`config.mk`:
```
export PLATFORM = sky130hd
export DESIGN_NAME = if_fetch
export DESIGN_NICKNAME = d
export VERILOG_FILES = /design/src/rtl/pipe_pkg.sv /design/src/rtl/if_skid.sv /design/src/rtl/if_fetch.sv
export SDC_FILE = /design/constraint.sdc
export NUM_CORES = 1
export LEC_CHECK = 0
export ABC_AREA = 1
export CORE_MARGIN = 1.5
export CORE_UTILIZATION = 40
export DETAILED_ROUTE_END_ITERATION = 6
export PLACE_DENSITY_LB_ADDON = 0.05
export SYNTH_ARGS = -nofsm -noshare
export SYNTH_HDL_FRONTEND = slang
export SYNTH_SLANG_ARGS = --single-unit
```
`constraint.sdc`:
```
create_clock -name clk -period 5.45 [get_ports clk]
set_input_delay 0.545 -clock clk [delete_from_list [all_inputs] [get_ports clk]]
set_output_delay 0.545 -clock clk [all_outputs]
set_load 0.02 [all_outputs]
```
`src/rtl/pipe_pkg.sv`:
```
// Shared pipeline definitions: instruction width, NOP encoding, fetch FSM states
// and the {instr, next_instr} pair carried from fetch into IF/ID.
package pipe_pkg;

   localparam int unsigned INSTR_W = 32;
   localparam logic [INSTR_W-1:0] NOP_INSTR = 32'h0000_0000;

   typedef enum logic [1:0] {
      StIdle,
      StWait,
      StDrain,
      StHeld
   } fetch_state_e;

   typedef struct packed {
      logic [INSTR_W-1:0] instr;
      logic [INSTR_W-1:0] next_instr;
   } fetch_word_t;

   localparam fetch_word_t BUBBLE_WORD = '{instr: NOP_INSTR, next_instr: '0};

   function automatic logic [INSTR_W-1:0] word_align(input logic [INSTR_W-1:0] addr);
      return {addr[INSTR_W-1:2], 2'b00};
   endfunction

endpackage

```
`src/rtl/if_skid.sv`:
```
// One-entry skid buffer parking a fetched {instr, next_instr} pair while IF/ID stalls.
// Clear wins over load, load wins over unload.
module if_skid
   import pipe_pkg::*;
(
   input  logic        clk_i,
   input  logic        rst_i,
   input  logic        load_i,
   input  logic        unload_i,
   input  logic        clear_i,
   input  fetch_word_t din_i,
   output logic        valid_o,
   output fetch_word_t dout_o
);

   logic        valid_d, valid_q;
   fetch_word_t word_d, word_q;

   always_comb begin
      valid_d = valid_q;
      word_d  = word_q;
      if (clear_i) begin
         valid_d = 1'b0;
         word_d  = BUBBLE_WORD;
      end else if (load_i) begin
         valid_d = 1'b1;
         word_d  = din_i;
      end else if (unload_i) begin
         valid_d = 1'b0;
         word_d  = BUBBLE_WORD;
      end
   end

   always_ff @(posedge clk_i or posedge rst_i) begin
      if (rst_i) begin
         valid_q <= 1'b0;
         word_q  <= BUBBLE_WORD;
      end else begin
         valid_q <= valid_d;
         word_q  <= word_d;
      end
   end

   assign valid_o = valid_q;
   assign dout_o  = word_q;

endmodule

```
`src/rtl/if_fetch.sv`:
```
// Instruction-fetch stage: PC, req/ack fetch FSM, stall skid and the registered
// {instr, next_instr} pair handed to IF/ID (NOP bubble whenever nothing was fetched).
module if_fetch
   import pipe_pkg::*;
#(
   parameter logic [INSTR_W-1:0] RESET_PC = 32'h0000_0000
) (
   input  logic               clk,
   input  logic               rst,
   input  logic               pchold,
   input  logic               redirect,
   input  logic [INSTR_W-1:0] redirect_addr,
   output logic               imem_req,
   output logic [INSTR_W-1:0] imem_addr,
   input  logic               imem_ack,
   input  logic [INSTR_W-1:0] imem_rdata,
   output logic [INSTR_W-1:0] instr,
   output logic [INSTR_W-1:0] next_instr,
   output logic               fetch_valid
);

   fetch_state_e       state_d, state_q;
   logic [INSTR_W-1:0] pc_d, pc_q;
   logic [INSTR_W-1:0] drain_addr_d, drain_addr_q;
   fetch_word_t        out_d, out_q;
   logic               valid_d, valid_q;

   logic               skid_load, skid_unload, skid_clear, skid_valid;
   fetch_word_t        skid_din, skid_dout;
   logic [INSTR_W-1:0] pc_plus4;

   assign pc_plus4 = pc_q + 32'd4;
   assign skid_din = '{instr: imem_rdata, next_instr: pc_plus4};

   always_comb begin
      state_d      = state_q;
      pc_d         = pc_q;
      drain_addr_d = drain_addr_q;
      out_d        = out_q;
      valid_d      = valid_q;
      skid_load    = 1'b0;
      skid_unload  = 1'b0;
      skid_clear   = 1'b0;
      imem_req     = 1'b0;
      imem_addr    = pc_q;

      unique case (state_q)
         StIdle: begin
            if (!pchold) begin
               state_d = StWait;
               out_d   = BUBBLE_WORD;
               valid_d = 1'b0;
            end
         end
         StWait: begin
            imem_req = 1'b1;
            if (imem_ack) begin
               pc_d = pc_plus4;
               if (pchold) begin
                  skid_load = 1'b1;
                  state_d   = StHeld;
               end else begin
                  out_d   = skid_din;
                  valid_d = 1'b1;
               end
            end else if (!pchold) begin
               out_d   = BUBBLE_WORD;
               valid_d = 1'b0;
            end
         end
         StDrain: begin
            // Keep presenting the flushed request until memory completes it.
            imem_req  = 1'b1;
            imem_addr = drain_addr_q;
            out_d     = BUBBLE_WORD;
            valid_d   = 1'b0;
            if (imem_ack) begin
               state_d = pchold ? StIdle : StWait;
            end
         end
         StHeld: begin
            if (!pchold) begin
               out_d       = skid_dout;
               valid_d     = skid_valid;
               skid_unload = 1'b1;
               state_d     = StWait;
            end
         end
         default: state_d = StIdle;
      endcase

      // Redirect overrides everything decided above.
      if (redirect) begin
         out_d       = BUBBLE_WORD;
         valid_d     = 1'b0;
         skid_load   = 1'b0;
         skid_unload = 1'b0;
         skid_clear  = 1'b1;
         pc_d        = word_align(redirect_addr);
         if (state_q == StWait && !imem_ack) begin
            state_d      = StDrain;
            drain_addr_d = pc_q;
         end else if (state_q == StDrain && !imem_ack) begin
            state_d = StDrain;
         end else begin
            state_d = pchold ? StIdle : StWait;
         end
      end
   end

   always_ff @(posedge clk or posedge rst) begin
      if (rst) begin
         state_q      <= StIdle;
         pc_q         <= RESET_PC;
         drain_addr_q <= RESET_PC;
         out_q        <= BUBBLE_WORD;
         valid_q      <= 1'b0;
      end else begin
         state_q      <= state_d;
         pc_q         <= pc_d;
         drain_addr_q <= drain_addr_d;
         out_q        <= out_d;
         valid_q      <= valid_d;
      end
   end

   if_skid u_skid (
      .clk_i    (clk),
      .rst_i    (rst),
      .load_i   (skid_load),
      .unload_i (skid_unload),
      .clear_i  (skid_clear),
      .din_i    (skid_din),
      .valid_o  (skid_valid),
      .dout_o   (skid_dout)
   );

   assign instr       = out_q.instr;
   assign next_instr  = out_q.next_instr;
   assign fetch_valid = valid_q;

endmodule

```
==> metrics.md <==
| Metric | Value |
|---|---|
| Outcome | `finished, final reports clean` |
| RSZ-0062 raised after global routing | `no` |
| Vias in the first global route | `7856` |
| Cts hold-fix bufs | `0` |
| WS Path Type | `flip-flop to primary output` |
| Dpl hpwl | `~18 mm` |
| YS warnings | `0` |
| Pwr dens | `approximately 430 mW/mm^2` |
| Async set-reset flop share out of synthesis | `100%` |
| Post-route minimum period | `3.27 ns` |
| Layout net count | `1366` |
| Setup-failing EPs final | `0` |
| Crit path DAT | `between 2 and 3 ns` |
| Worst Path Buf+Inv | `2` |
| H-Tree Depth | `4` |
| CP max FO | `61` |
| Reg2reg start | `state_q[1]` |
| Area of the multi-input gates | `0.00383 sq mm` |
| Global route overflow | `0` |
| Top Ports | `about 170` |
| Clock Latency Late Sink | `0.44 ns` |
| Synth cell count leaders | `340 x nand2_1, 191 x dfrtp_1, 123 x inv_1, 116 x o21ai_0, 64 x o22ai_1` |
| Slowest stage delay, CP | `0.84 ns` |
| Final TNS setup | `0 ns` |
| R2r endpoint | `next_instr[5]` |
| Clock-pin slew on the worst setup and hold paths | `0.07 ns` |
| Dominant cell type by area after synthesis | `dfrtp_1` |
| Die Wd | `156 microns` |
| Ant. Diodes | `0` |
| Reg2reg setup slack | `2.67 ns` |
| Pin count of the biggest net entering global routing | `between 150 and 200` |
| HP Class | `flip-flop to flip-flop` |
| Total chip power | `between 5 and 6 mW` |
| # DRC | `0` |
| First-pass GRT wire length | `43.4 mm` |
| Synth Area per Inst | `8.07 sq um` |
| Top FF cell, synth | `dfrtp_1` |
| Initial antenna violation count | `0` |
| Post-CTS Repair Setup Buffers | `0` |
| Post-route ant nets | `0` |
| Post-synthesis sequential area ratio | `50.8%` |
| Post-CTS Resized | `0` |
| # rows | `55` |
| Syn Inst Count | `1165` |
| CTS tree | `built` |
| Worst Reg-to-Reg Cells | `7` |
| WL final | `27.0 mm` |
| Die area | `0.0244 sq mm` |
| EDFF count, synth | `0` |
| Max-slew violation count | `0` |
| Cell chain of the critical path | `inv_1 > ha_2 > nand2_1 > o21ai_0 > clkdlybuf4s50_1` |
| Worst hold start | `next_instr[18]` |
| Worst setup EP type | `primary output` |
| Distinct cell type count after synthesis | `35` |
| Final setup margin | `2.18 ns` |
| FF+latch count, synth | `191` |
| Total GRT Usage | `23.0%` |
| Synth top area cells | `dfrtp_1 51%, nand2_1 14%, o21ai_0 6.2%, inv_1 4.9%, o22ai_1 4.3%` |
| Worst slew pin tran | `0.984 ns` |
| WHS Path Cells | `2` |
| Fillers | `2294` |
| Area growth, synth to finish | `25.6%` |
| Initial Util | `41.2%` |
| Number of port buffers | `between 150 and 200` |
| CTS max path bufs | `2` |
| GP Congestion | `0.934` |
| Layout cell share with drive strength beyond 1 | `4.68%` |
| Drt pass-1 iters | `5` |
| Req. time, crit path | `4.91 ns` |
| Setup Skew | `0.0128 ns` |
| Via-to-Cell Ratio | `approximately 5.1` |
| WHS Endpoint | `next_instr[18]` |
| Top delay family on crit path | `adder cells` |
| Fmax | `0.306 GHz` |
| Top-count cell post-synth | `nand2_1` |
| Number of CTS-inserted buffers | `17` |
| Clk sinks | `approximately 190` |
| DP Worst Slack | `about 1.8 ns` |
| Drt first-iter violations | `roughly 630` |
| Max-cap viol count | `0` |
| Lkg Pwr | `about 5.3 nW` |
| Routed len/inst | `16.7 microns` |
| FF+latch area | `around 0.0048 sq mm` |
| Top cell type's share of synthesized area | `50.8%` |
| Via Count | `around 8200` |
| Crit-path slowest cell | `ha_2` |
| Slew headroom | `34.3%` |
| Root buf cell | `clkbuf_16` |
| Total core area | `0.0228 sq mm` |
| Max rail drop VDD | `roughly 0.00023 V` |
| Final worst-path cycle share | `about 60%` |
| Hold Vio Cnt, Final | `0` |
| Cell Area, Synth | `roughly 0.0094 sq mm` |
| Startpoint Class | `flip-flop` |
| Die height | `about 160 microns` |
## routing by layer
metal	share of wire [%]	wire, microns	up-vias	track usage [%]
met5	0	0	-	0
met4	1.8	488	0	6.53
met3	6.5	1750	24	5.46
met2	44	11900	213	34.5
met1	47	12800	3837	33.1
li1	-	-	4103	-
## stage by stage
step	instances	hold slack [ns]	util, %	cell area, sq um
final	1617	0.483	51.7	11800
after global placement	1586	0.464	49.1	11200
after global routing	1617	0.505	51.7	11800
after detailed placement	1586	0.467	49.1	11200
after floorplan	1166	0.450	-	9410
after CTS	1617	0.486	51.7	11800
## registers in the layout (all words and copies together), names as in the netlist
register	flops
drain_addr_q	30
next_instr	32
instr	32
u_skid.dout_o	63
fetch_valid	1
u_skid.valid_o	1
pc_q	30
state_q	2
## cells in the final DEF (no fill, tap or decap), drive strengths merged, types with 10 or more instances in the layout
cell / instances
o22ai: 64
a211oi: 13
o21ai: 116
nor3: 14
nand3: 51
a22o: 37
o211ai: 10
buf: 16
clkdlybuf4s50: 161
inv: 132
nor2: 65
a21oi: 35
clkbuf: 18
nand2: 342
dfrtp: 191
## layout make-up
cell class	instances	share of cell area (%)
Sequential cell	191	40.5
Inverter	127	4.11
Tap cell	313	3.32
Clock inverter	13	1.31
Clock buffer	18	3.63
Multi-Input combinational cell	778	32.4
Timing Repair Buffer	177	14.7
## cells by family (layout without fill, tap and decap cells)
logic type	after synthesis	count (layout)	synth area share [%]
AOI/OAI and AO/OA	287	287	18.8
xor gates and xnor gates	4	4	0.373
DFF	191	191	50.8
other	1	2	0.0399
adders and majority gates	5	5	0.665
buffers and inverters	197	335	8.61
and+or+nand+nor	480	480	20.7
## worst max path at each step
stage,from,endpoint,cells past startpoint
after detailed placement,imem_ack,next_instr[6],6
after global placement,imem_ack,next_instr[5],6
after CTS,state_q[0],imem_addr[11],5
after floorplan,rst,drain_addr_q[10],1
after global routing,state_q[0],imem_addr[14],5
final,state_q[0],imem_addr[11],5
## where the power goes
part,switching [mW],internal [mW]
logic,1.23,0.733
clock network,0.582,0.686
registers,0.199,1.70
total,2.01,3.12
## worst register-to-register path: cells and delay by family, from the launching register on
family                   cells  cell delay (ns)
adder cells (fa/ha/maj)      1             0.27
AO/OA/AOI/OAI                2             0.78
buffers and inverters        1             0.09
flip-flops                   1             0.42
AND/OR/NAND/NOR              3             1.13
(Power assumes the default switching activity.)
